--- src/rtl/uart_pwm_pkg.sv ---
// Shared types and byte constants for the UART-to-servo command decoder.
package uart_pwm_pkg;

  typedef enum logic [1:0] {
    IDLE    = 2'd0,
    PAYLOAD = 2'd1,
    CHECK   = 2'd2,
    TERM    = 2'd3
  } state_e;

  localparam logic [7:0] ACK_BYTE       = 8'h06;
  localparam logic [7:0] NAK_BYTE       = 8'h15;
  localparam logic [7:0] START_BYTE_DEF = 8'h42;
  localparam logic [7:0] TERM_BYTE_DEF  = 8'h0A;

endpackage

--- src/rtl/uart_pwm_cmd_decoder_if.sv ---
// Byte-in / pulse-width-out / reply-byte bundle of the command decoder.
// master is the decoder side; slave is the uart_rx/uart_tx/servo side.
interface uart_pwm_cmd_decoder_if #(
  parameter int PAYLOAD_BYTES = 3
);

  logic [7:0]                 rx_data;
  logic                       rx_valid;
  logic [8*PAYLOAD_BYTES-1:0] pwm_width;
  logic                       cmd_valid;
  logic                       frame_err;
  logic [7:0]                 ack_data;
  logic                       ack_valid;
  logic                       ack_ready;
  logic                       ack_overrun;

  modport master (
    input  rx_data, rx_valid, ack_ready,
    output pwm_width, cmd_valid, frame_err, ack_data, ack_valid, ack_overrun
  );

  modport slave (
    output rx_data, rx_valid, ack_ready,
    input  pwm_width, cmd_valid, frame_err, ack_data, ack_valid, ack_overrun
  );

endinterface

--- src/rtl/uart_pwm_ack_slot.sv ---
// One-entry reply register: a push shows up on ack_valid one cycle later and is held until
// ack_ready; a push onto an unconsumed reply overwrites it and flags ack_overrun.
module uart_pwm_ack_slot (
  input  logic       clk,
  input  logic       reset,
  input  logic       push,
  input  logic [7:0] push_data,
  input  logic       ack_ready,
  output logic [7:0] ack_data,
  output logic       ack_valid,
  output logic       ack_overrun
);

  logic handshake;
  assign handshake = ack_valid && ack_ready;

  always_ff @(posedge clk) begin
    if (reset) begin
      ack_data    <= '0;
      ack_valid   <= 1'b0;
      ack_overrun <= 1'b0;
    end else begin
      // A push coinciding with a handshake replaces a reply that is already consumed.
      ack_overrun <= push && ack_valid && !handshake;
      if (push) begin
        ack_data  <= push_data;
        ack_valid <= 1'b1;
      end else if (handshake) begin
        ack_valid <= 1'b0;
      end
    end
  end

endmodule

--- src/rtl/uart_pwm_cmd_decoder.sv ---
// Frame parser START, payload (MSB first), TERM -> clamped pwm_width; outputs 1 cycle after the last byte.
// Never back-pressures rx; UART_PWM_CMD_CHECKSUM_EN adds an XOR checksum byte before TERM.
module uart_pwm_cmd_decoder
  import uart_pwm_pkg::*;
#(
  parameter int          PAYLOAD_BYTES  = 3,
  parameter logic [7:0]  START_BYTE     = START_BYTE_DEF,
  parameter logic [7:0]  TERM_BYTE      = TERM_BYTE_DEF,
  parameter int unsigned PWM_DEFAULT    = 54054,
  parameter int unsigned PWM_MIN        = 13500,
  parameter int unsigned PWM_MAX        = 67500,
  parameter int unsigned TIMEOUT_CYCLES = 270000
) (
  input  logic                   clk,
  input  logic                   reset,
  uart_pwm_cmd_decoder_if.master bus
);

  localparam int W     = 8 * PAYLOAD_BYTES;
  localparam int IDX_W = (PAYLOAD_BYTES > 1) ? $clog2(PAYLOAD_BYTES) : 1;
  localparam int TMO_W = $clog2(TIMEOUT_CYCLES);

  localparam logic [W-1:0]     MIN_W    = W'(PWM_MIN);
  localparam logic [W-1:0]     MAX_W    = W'(PWM_MAX);
  localparam logic [IDX_W-1:0] IDX_LAST = IDX_W'(PAYLOAD_BYTES - 1);
  localparam logic [TMO_W-1:0] TMO_LAST = TMO_W'(TIMEOUT_CYCLES - 1);

  state_e           state_q, state_d;
  logic [IDX_W-1:0] idx_q, idx_d;
  logic [W-1:0]     sh_q, sh_d;
  logic [TMO_W-1:0] tmo_q, tmo_d;
  logic [W-1:0]     pwm_q, clamped;
  logic             cmd_valid_q, frame_err_q;
  logic             accept, reject;
`ifdef UART_PWM_CMD_CHECKSUM_EN
  logic [7:0]       csum_q, csum_d;
`endif

  always_comb begin
    if (sh_q < MIN_W)      clamped = MIN_W;
    else if (sh_q > MAX_W) clamped = MAX_W;
    else                   clamped = sh_q;
  end

  always_comb begin
    state_d = state_q;
    idx_d   = idx_q;
    sh_d    = sh_q;
    tmo_d   = tmo_q;
    accept  = 1'b0;
    reject  = 1'b0;
`ifdef UART_PWM_CMD_CHECKSUM_EN
    csum_d  = csum_q;
`endif
    if (bus.rx_valid)          tmo_d = '0;
    else if (state_q != IDLE)  tmo_d = tmo_q + TMO_W'(1);

    case (state_q)
      IDLE: begin
        tmo_d = '0;
        if (bus.rx_valid && bus.rx_data == START_BYTE) begin
          state_d = PAYLOAD;
          idx_d   = '0;
`ifdef UART_PWM_CMD_CHECKSUM_EN
          csum_d  = '0;
`endif
        end
      end
      PAYLOAD: begin
        if (bus.rx_valid) begin
          sh_d  = (sh_q << 8) | W'(bus.rx_data);
          idx_d = idx_q + IDX_W'(1);
`ifdef UART_PWM_CMD_CHECKSUM_EN
          csum_d = csum_q ^ bus.rx_data;
          if (idx_q == IDX_LAST) state_d = CHECK;
`else
          if (idx_q == IDX_LAST) state_d = TERM;
`endif
        end
      end
`ifdef UART_PWM_CMD_CHECKSUM_EN
      CHECK: begin
        if (bus.rx_valid) begin
          if (bus.rx_data == csum_q) begin
            state_d = TERM;
          end else begin
            state_d = IDLE;
            reject  = 1'b1;
          end
        end
      end
`endif
      TERM: begin
        if (bus.rx_valid) begin
          state_d = IDLE;
          if (bus.rx_data == TERM_BYTE) accept = 1'b1;
          else                          reject = 1'b1;
        end
      end
      default: state_d = IDLE;
    endcase

    // A byte landing on the expiry cycle takes priority over the timeout.
    if (state_q != IDLE && !bus.rx_valid && tmo_q == TMO_LAST) begin
      state_d = IDLE;
      tmo_d   = '0;
      reject  = 1'b1;
    end
  end

  always_ff @(posedge clk) begin
    if (reset) begin
      state_q     <= IDLE;
      idx_q       <= '0;
      sh_q        <= '0;
      tmo_q       <= '0;
      pwm_q       <= W'(PWM_DEFAULT);
      cmd_valid_q <= 1'b0;
      frame_err_q <= 1'b0;
    end else begin
      state_q     <= state_d;
      idx_q       <= idx_d;
      sh_q        <= sh_d;
      tmo_q       <= tmo_d;
      cmd_valid_q <= accept;
      frame_err_q <= reject;
      if (accept) pwm_q <= clamped;
    end
  end

`ifdef UART_PWM_CMD_CHECKSUM_EN
  always_ff @(posedge clk) begin
    if (reset) csum_q <= '0;
    else       csum_q <= csum_d;
  end
`endif

  assign bus.pwm_width = pwm_q;
  assign bus.cmd_valid = cmd_valid_q;
  assign bus.frame_err = frame_err_q;

  uart_pwm_ack_slot u_ack_slot (
    .clk         (clk),
    .reset       (reset),
    .push        (accept || reject),
    .push_data   (accept ? ACK_BYTE : NAK_BYTE),
    .ack_ready   (bus.ack_ready),
    .ack_data    (bus.ack_data),
    .ack_valid   (bus.ack_valid),
    .ack_overrun (bus.ack_overrun)
  );

endmodule
--- src/flat_wrapper.sv ---
// flat-port wrapper written by rule: the top's interface ports become plain ports
module uart_pwm_cmd_decoder_flat import uart_pwm_pkg::*;
#(
  parameter int          PAYLOAD_BYTES  = 3,
  parameter logic [7:0]  START_BYTE     = START_BYTE_DEF,
  parameter logic [7:0]  TERM_BYTE      = TERM_BYTE_DEF,
  parameter int unsigned PWM_DEFAULT    = 54054,
  parameter int unsigned PWM_MIN        = 13500,
  parameter int unsigned PWM_MAX        = 67500,
  parameter int unsigned TIMEOUT_CYCLES = 270000
)
  (clk, reset, bus_rx_data, bus_rx_valid, bus_ack_ready, bus_pwm_width, bus_cmd_valid, bus_frame_err, bus_ack_data, bus_ack_valid, bus_ack_overrun);
  uart_pwm_cmd_decoder_if #(.PAYLOAD_BYTES(PAYLOAD_BYTES)) bus_i ();
  input  logic clk;
  input  logic reset;
  input wire logic [$bits(bus_i.rx_data)-1:0] bus_rx_data;
  input wire logic [$bits(bus_i.rx_valid)-1:0] bus_rx_valid;
  input wire logic [$bits(bus_i.ack_ready)-1:0] bus_ack_ready;
  output wire logic [$bits(bus_i.pwm_width)-1:0] bus_pwm_width;
  output wire logic [$bits(bus_i.cmd_valid)-1:0] bus_cmd_valid;
  output wire logic [$bits(bus_i.frame_err)-1:0] bus_frame_err;
  output wire logic [$bits(bus_i.ack_data)-1:0] bus_ack_data;
  output wire logic [$bits(bus_i.ack_valid)-1:0] bus_ack_valid;
  output wire logic [$bits(bus_i.ack_overrun)-1:0] bus_ack_overrun;
  assign bus_i.rx_data = bus_rx_data;
  assign bus_i.rx_valid = bus_rx_valid;
  assign bus_i.ack_ready = bus_ack_ready;
  assign bus_pwm_width = bus_i.pwm_width;
  assign bus_cmd_valid = bus_i.cmd_valid;
  assign bus_frame_err = bus_i.frame_err;
  assign bus_ack_data = bus_i.ack_data;
  assign bus_ack_valid = bus_i.ack_valid;
  assign bus_ack_overrun = bus_i.ack_overrun;
  uart_pwm_cmd_decoder #(.PAYLOAD_BYTES(PAYLOAD_BYTES), .START_BYTE(START_BYTE), .TERM_BYTE(TERM_BYTE), .PWM_DEFAULT(PWM_DEFAULT), .PWM_MIN(PWM_MIN), .PWM_MAX(PWM_MAX), .TIMEOUT_CYCLES(TIMEOUT_CYCLES)) u_core (.clk(clk), .reset(reset), .bus(bus_i));
endmodule
--- config.mk ---
export PLATFORM = sky130hd
export DESIGN_NAME = uart_pwm_cmd_decoder_flat
export DESIGN_NICKNAME = d
export VERILOG_FILES = /design/src/rtl/uart_pwm_pkg.sv /design/src/rtl/uart_pwm_cmd_decoder_if.sv /design/src/rtl/uart_pwm_ack_slot.sv /design/src/rtl/uart_pwm_cmd_decoder.sv /design/src/flat_wrapper.sv
export SDC_FILE = /design/constraint.sdc
export NUM_CORES = 1
export LEC_CHECK = 0
export CORE_MARGIN = 2
export CORE_UTILIZATION = 55
export CTS_CLUSTER_SIZE = 12
export DETAILED_ROUTE_END_ITERATION = 6
export PLACE_DENSITY = 0.79
export SYNTH_ARGS = -nofsm -noshare
export SYNTH_HDL_FRONTEND = slang
export SYNTH_HIERARCHICAL = 1
export SYNTH_SLANG_ARGS = --single-unit
--- constraint.sdc ---
create_clock -name clk -period 4.4 [get_ports clk]
set_clock_uncertainty 0.15 [all_clocks]
set_input_delay 0.66 -clock clk [delete_from_list [all_inputs] [get_ports clk]]
set_output_delay 0.66 -clock clk [all_outputs]
set_load 0.03 [all_outputs]
==> results.py, run 1 <==
metrics = {
    "cells_and_area": {
        "drive_above_1_share_pct": 8.67,
        "area_growth_syn_to_layout_pct": 21.6,
        "n_antenna_cell": 0,
        "stdcell_area_um2": 4050,
        "layout.nets": 436,
    },
    "worst_setup_path": {
        "arrival_ns": 3.20,
        "path_buf_inv": 2,
        "crit_start": "bus_rx_data[2]",
        "worst_r2r_endpoint": "u_core/u_ack_slot/ack_data[0]",
        "start_kind": "input port",
        "cp-endpoint": "u_core/bus.pwm_width[10]",
        "cp.depth": 7,
        "crit_path_max_fanout": 21,
        "reg2reg_depth": 6,
        "rrSetupSlack_ns": 1.85,
        "critPathCaptureType": "flop",
        "required_ns": 4.49,
        "r2r-start": "u_core/tmo_q[0]",
        "crit_family": "compound AO/OA/AOI/OAI gates",
        "critPathKind": "input port to flop",
        "crit_path_top_delay_cell": "nor4_1",
        "critPathMaxStageDelay_ns": 0.59,
        "crit_path_cell_trace": "clkdlybuf4s50_1, nor4_1, nand4b_1, buf_4, a41oi_2, o211ai_1, o221a_2",
    },
    "floorplanning": {
        "die_w_um": 81.8,
        "row_count": 28,
        "core-area_um2": 5890,
        "start_util_pct": 56.6,
        "fp.dieH_um": 81.8,
        "die_area_um2": 6700,
        "num_io_pins": 48,
    },
    "placement": {
        "hpwl_um": 4760,
        "port_buffers": 47,
        "pre_cts_ws_ns": 0.995,
        "gp_congestion": 0.843,
        "postPlaceCellArea_um2": 3830,
    },
    "min_path": {
        "hold_path_class": "flop to flop",
    },
    "grt": {
        "antenna_found_initial": 0,
        "grt_pass1_vias": 2358,
        "grt_usage_pct": 22.1,
        "grt_pass1_wl_um": 11400,
        "grt_max_degree": 48,
        "grt_overflow": 0,
    },
    "cts": {
        "numCtsBuffers": 9,
        "clkLatencyLatePin_ns": 0.35,
        "tritoncts": "done",
        "cts_max_level": 3,
        "cts_sinks": 83,
        "cts_setup_buffers": 0,
        "cts-root-buf": "clkbuf_8",
        "clock_path_buffers": 2,
        "cts.clk_slew.worst_paths_ns": 0.08,
        "cts-resized-gates": 0,
        "ctsHoldBuffers": 0,
    },
    "timing": {
        "tns_ns": 0,
        "worst_pin_slew_ns": 1.04,
        "hold_viol": 0,
        "slew_headroom_pct": 30.0,
        "rsz0062_at_grt": "no",
        "setup_viol": 0,
        "post-route-period-util_pct": 70.7,
        "fin_crit_ns": 3.11,
        "hold_slack_ns": 0.304,
        "slew_violations": 0,
        "timing.fmax_mhz": 321,
        "layout_setup_ws_ns": 1.29,
    },
    "yosys": {
        "synth_ff_type": "dfxtp_1",
        "yosysSeqAreaShare_pct": 49.9,
        "ys_ff_latch": 83,
        "synth_top_area_cell": "dfxtp_1",
        "synth_area_um2": 3330,
        "synth_area_leaders": "dfxtp_1 (50%), nand2_1 (6.9%), a21oi_1 (5.1%)",
        "synth_edf_count": 0,
        "syn_inst": 378,
        "synth.distinct_cells": 50,
        "synth.top_cell.area_share_pct": 49.9,
        "synthArstFlopShare_pct": 0,
        "syn_avg_cell_area_um2": 8.81,
        "ys_warn_count": 6,
    },
    "route": {
        "first_pass_iters": 5,
        "wl_um": 6900,
        "drt_iter0_drc": 237,
        "post_drt_via_cell_ratio": 5.46,
        "ant_nets": 0,
        "num_vias": 2743,
        "drc": 0,
        "wl_per_cell_um": 13.7,
    },
    "power": {
        "power.density_nw_per_um2": 337,
        "vdd.ir_drop.worst_v": 0.000179,
        "p_leak_nw": 1.40,
    },
    "run_status": {
        "status": "finished, final reports clean",
    },
    "job": {
        "drv_cap": 0,
    },
}
registers in the layout, summed over array words and instances, names as in the netlist:
name / count
u_core/bus.pwm_width: 24
u_core/sh_q: 24
u_core/tmo_q: 19
u_core/u_ack_slot/ack_data: 8
u_core/idx_q: 2
u_core/state_q: 2
u_core/bus.cmd_valid: 1
u_core/bus.frame_err: 1
u_core/u_ack_slot/ack_overrun: 1
u_core/u_ack_slot/ack_valid: 1
worst min-delay path by stage:
stage                            start                       to  slack, ns  cells past startpoint
4_1_cts        u_core/bus.pwm_width[6]  u_core/bus.pwm_width[6]       0.31                      2
3_3_place_gp           u_core/tmo_q[0]          u_core/tmo_q[0]       0.28                      1
6_report       u_core/bus.pwm_width[6]  u_core/bus.pwm_width[6]       0.30                      2
3_5_place_dp   u_core/bus.pwm_width[6]  u_core/bus.pwm_width[6]       0.30                      2
2_1_floorplan          u_core/tmo_q[0]          u_core/tmo_q[0]       0.27                      1
5_1_grt        u_core/bus.pwm_width[6]  u_core/bus.pwm_width[6]       0.33                      2
cells by family after synthesis:
logic type,Yosys count,share of synthesized area [%]
AO/OA/AOI/OAI,69,14.0
buffers and inverters,31,4.09
AND/OR/NAND/NOR,165,23.9
multiplexers,9,2.74
XOR/XNOR,17,4.47
other,2,0.225
adder cells (fa/ha/maj),2,0.751
flip-flops,83,49.9
cells in the mapped netlist, types with 2 or more instances:
| cell | number |
|---|---|
| o2111ai_1 | 4 |
| o211ai_1 | 3 |
| mux2i_1 | 8 |
| nand4b_1 | 2 |
| nand2_1 | 61 |
| and3_1 | 13 |
| nor3_1 | 16 |
| a21oi_1 | 34 |
| conb_1 | 2 |
| o21ai_0 | 6 |
| a221o_1 | 2 |
| ha_1 | 2 |
| nand4_1 | 5 |
| inv_1 | 9 |
| or4_4 | 2 |
| clkbuf_1 | 14 |
| xor2_1 | 12 |
| nor4_1 | 4 |
| dfxtp_1 | 83 |
| o221a_2 | 3 |
| nand3_1 | 12 |
| a211oi_1 | 2 |
| a31oi_1 | 3 |
| buf_6 | 2 |
| inv_2 | 2 |
| xnor2_1 | 5 |
| nor2_1 | 40 |
| buf_2 | 4 |
| and2b_2 | 2 |
layout make-up:
type | count | area (um2)
Clock buffer | 10 | 128
Tap cell | 75 | 93.8
Inverter | 11 | 41.3
Sequential cell | 83 | 1660
Timing Repair Buffer | 50 | 488
Fill cell | 468 | 1830
Clock inverter | 6 | 90.1
Multi-Input combinational cell | 267 | 1550
routing by layer:
| layer | vias to the layer above | share of wire [%] | GRT usage, % |
|---|---|---|---|
| met2 | 93 | 44 | 30.7 |
| met1 | 1236 | 50 | 33.0 |
| met3 | 9 | 5.4 | 4.73 |
| met5 | - | 0 | 0 |
| li1 | 1405 | - | - |
| met4 | 0 | 0.87 | 9.00 |
layout by cell type, fill, tap and decap left out, types with 3 or more instances in the layout:
cell | synthesis | routed
a21oi_1 | 34 | 34
clkbuf_8 | 0 | 9
o2111ai_1 | 4 | 4
xor2_1 | 12 | 12
nand2_1 | 61 | 61
o221a_2 | 3 | 3
xnor2_1 | 5 | 5
inv_1 | 9 | 9
and3_1 | 13 | 13
nand3_1 | 12 | 12
mux2i_1 | 8 | 8
o211ai_1 | 3 | 3
clkdlybuf4s50_1 | 0 | 46
nand4_1 | 5 | 5
a31oi_1 | 3 | 3
nor4_1 | 4 | 4
nor2_1 | 40 | 40
buf_4 | 0 | 3
conb_1 | 2 | 5
nor3_1 | 16 | 16
o21ai_0 | 6 | 6
dfxtp_1 | 83 | 83
stage by stage:
step                cells  total power (W)  util, %
finish                502          0.00136     68.9
global route          502          0.00141     68.9
CTS                   502          0.00138     68.9
detailed placement    486         0.000794     65.2
global placement      486         0.000793     65.2
floorplan             381         0.000781        -
worst min-delay path: stages (launching register included):
cell,delay [ns]
dfxtp_1,0.31
nand2_1,0.05
a21oi_1,0.05
report_power, final:
part,switching (W),internal [W],total [W]
Combinational,0.0000149,0.0000111,0.0000260
Clock,0.000267,0.000321,0.000588
Sequential,0.000000164,0.000750,0.000750
Total,0.000282,0.00108,0.00136
No activity file was read; power rests on OpenSTA's default activity.
==> inputs of run 2 (changes only) <==
CORE_UTILIZATION = 54   (was 55)
PLACE_DENSITY = 0.77   (was 0.79)
clock period = 3.21 ns   (was 4.4 ns; I/O delays follow)
==> results.py, run 2 (synthesis results as in run 1) <==
metrics = {
    "route": {
        "routed-wl-met2_um": 3220,
        "wl_per_cell_um": 14.0,
        "num_vias": 2784,
        "first_pass_iters": 4,
        "drt_iter0_drc": 192,
        "wl_met1_um": 3340,
        "ant_nets": 0,
        "drc": 0,
        "met3_length_um": 431,
        "highest_layer": "met4",
        "wl_um": 7090,
        "post_drt_via_cell_ratio": 5.50,
    },
    "timing": {
        "post-route-period-util_pct": 75.6,
        "rsz0062_at_grt": "no",
        "setup_viol": 0,
        "slew_headroom_pct": 46.9,
        "slew_violations": 0,
        "timing.fmax_mhz": 412,
        "tns_ns": 0,
        "fin_crit_ns": 2.43,
        "hold_viol": 0,
        "worst_pin_slew_ns": 0.796,
    },
    "floorplanning": {
        "row_count": 28,
        "die_area_um2": 6810,
        "fp.dieH_um": 82.6,
        "start_util_pct": 55.9,
        "num_io_pins": 48,
        "die_w_um": 82.6,
        "core-area_um2": 5960,
    },
    "placement": {
        "gp_congestion": 0.882,
        "hpwl_um": 4940,
        "port_buffers": 47,
    },
    "power": {
        "seqPwrFrac_pct": 57.8,
        "switchingPower_w": 0.000372,
        "vdd.ir_drop.worst_v": 0.000305,
        "p_leak_nw": 1.41,
        "power.density_nw_per_um2": 438,
        "switching_share_pct": 20.9,
        "p_clk_share_pct": 40.2,
        "total_power_w": 0.00178,
        "intPower_w": 0.00141,
        "combPwrFrac_pct": 2.0,
    },
    "cells_and_area": {
        "n_antenna_cell": 0,
        "nFillCells": 505,
        "layout_common_cells": "dfxtp_1 (83), nand2_1 (61), clkdlybuf4s50_1 (46)",
        "drive_above_1_share_pct": 9.74,
        "area_growth_syn_to_layout_pct": 22.0,
        "layout.nets": 440,
        "final_common_cell": "dfxtp_1",
    },
    "cts": {
        "cts-root-buf": "clkbuf_8",
        "cts.clk_slew.worst_paths_ns": 0.08,
        "cts-resized-gates": 0,
        "cts_setup_buffers": 0,
        "ctsHoldBuffers": 0,
        "cts_sinks": 83,
        "clkLatencyLatePin_ns": 0.34,
        "numCtsBuffers": 9,
        "cts_max_level": 3,
        "tritoncts": "done",
        "clock_path_buffers": 2,
    },
    "grt": {
        "grt_pass1_vias": 2500,
        "antenna_found_initial": 0,
        "grt_usage_pct": 22.1,
        "grt_overflow": 0,
        "grt_max_degree": 59,
        "grt_pass1_wl_um": 11500,
    },
    "worst_setup_path": {
        "arrival_ns": 2.51,
        "required_ns": 3.29,
        "start_kind": "input port",
        "reg2reg_depth": 6,
        "critPathKind": "input port to flop",
        "crit_path_max_fanout": 12,
        "rrSetupSlack_ns": 0.86,
        "critPathCaptureType": "flop",
    },
    "min_path": {
        "hold_path_class": "flop to flop",
        "whs_path_depth": 1,
    },
    "job": {
        "drv_cap": 0,
    },
    "run_status": {
        "status": "finished, final reports clean",
    },
}
## run 2: final timing paths
| kind | start | end |
|---|---|---|
| worst max-delay path | bus_rx_valid | u_core/tmo_q[18] |
| worst min-delay path | u_core/tmo_q[0] | u_core/tmo_q[0] |
| worst max register to register | u_core/state_q[0] | u_core/tmo_q[18] |
| worst min register to register | u_core/tmo_q[0] | u_core/tmo_q[0] |
## run 2: power by group through the flow
| stage | Combinational, W | Clock, W | Sequential, W |
|---|---|---|---|
| 6_report | 0.0000357 | 0.000716 | 0.00103 |
| 5_1_grt | 0.0000396 | 0.000773 | 0.00103 |
| 4_1_cts | 0.0000356 | 0.000731 | 0.00103 |
| 3_5_place_dp | 0.0000354 | 0 | 0.00105 |
| 3_3_place_gp | 0.0000349 | 0 | 0.00105 |
| 2_1_floorplan | 0.0000171 | 0 | 0.00105 |
## run 2: critical path, stage by stage
cell and delay [ns]:
clkdlybuf4s50_1 0.57, nor3_1 0.24, nand4_1 0.16, nor3_1 0.40, or4_1 0.35, buf_4 0.24, nor2_1 0.07
## run 2: area by class of cell
| type | instances | area, um2 | share of cell area [%] |
|---|---|---|---|
| clock buffers | 13 | 179 | 4.40 |
| inverters | 11 | 41.3 | 1.02 |
| well taps | 75 | 93.8 | 2.31 |
| flip-flops and latches | 83 | 1660 | 40.9 |
| clock inverters | 3 | 20.0 | 0.493 |
| multi-input cells | 267 | 1550 | 38.1 |
| repair buffers | 54 | 518 | 12.7 |
## run 2: through the flow
stage | instances | util (%) | hold slack [ns] | worst slack (ns) | cell area [um2]
floorplan | 381 | - | 0.268 | 1.16 | 3340
global placement | 490 | 64.9 | 0.287 | 0.601 | 3860
detailed placement | 490 | 64.9 | 0.290 | 0.489 | 3860
CTS | 506 | 68.2 | 0.314 | 0.778 | 4060
global route | 506 | 68.2 | 0.329 | 0.576 | 4060
finish | 506 | 68.2 | 0.312 | 0.783 | 4060
## run 2: routing by layer
metal  vias up  GRT usage, %
met2        80          34.5
met5         -             0
met3         9          4.89
li1       1406             -
met1      1289          29.8
met4         0          8.52
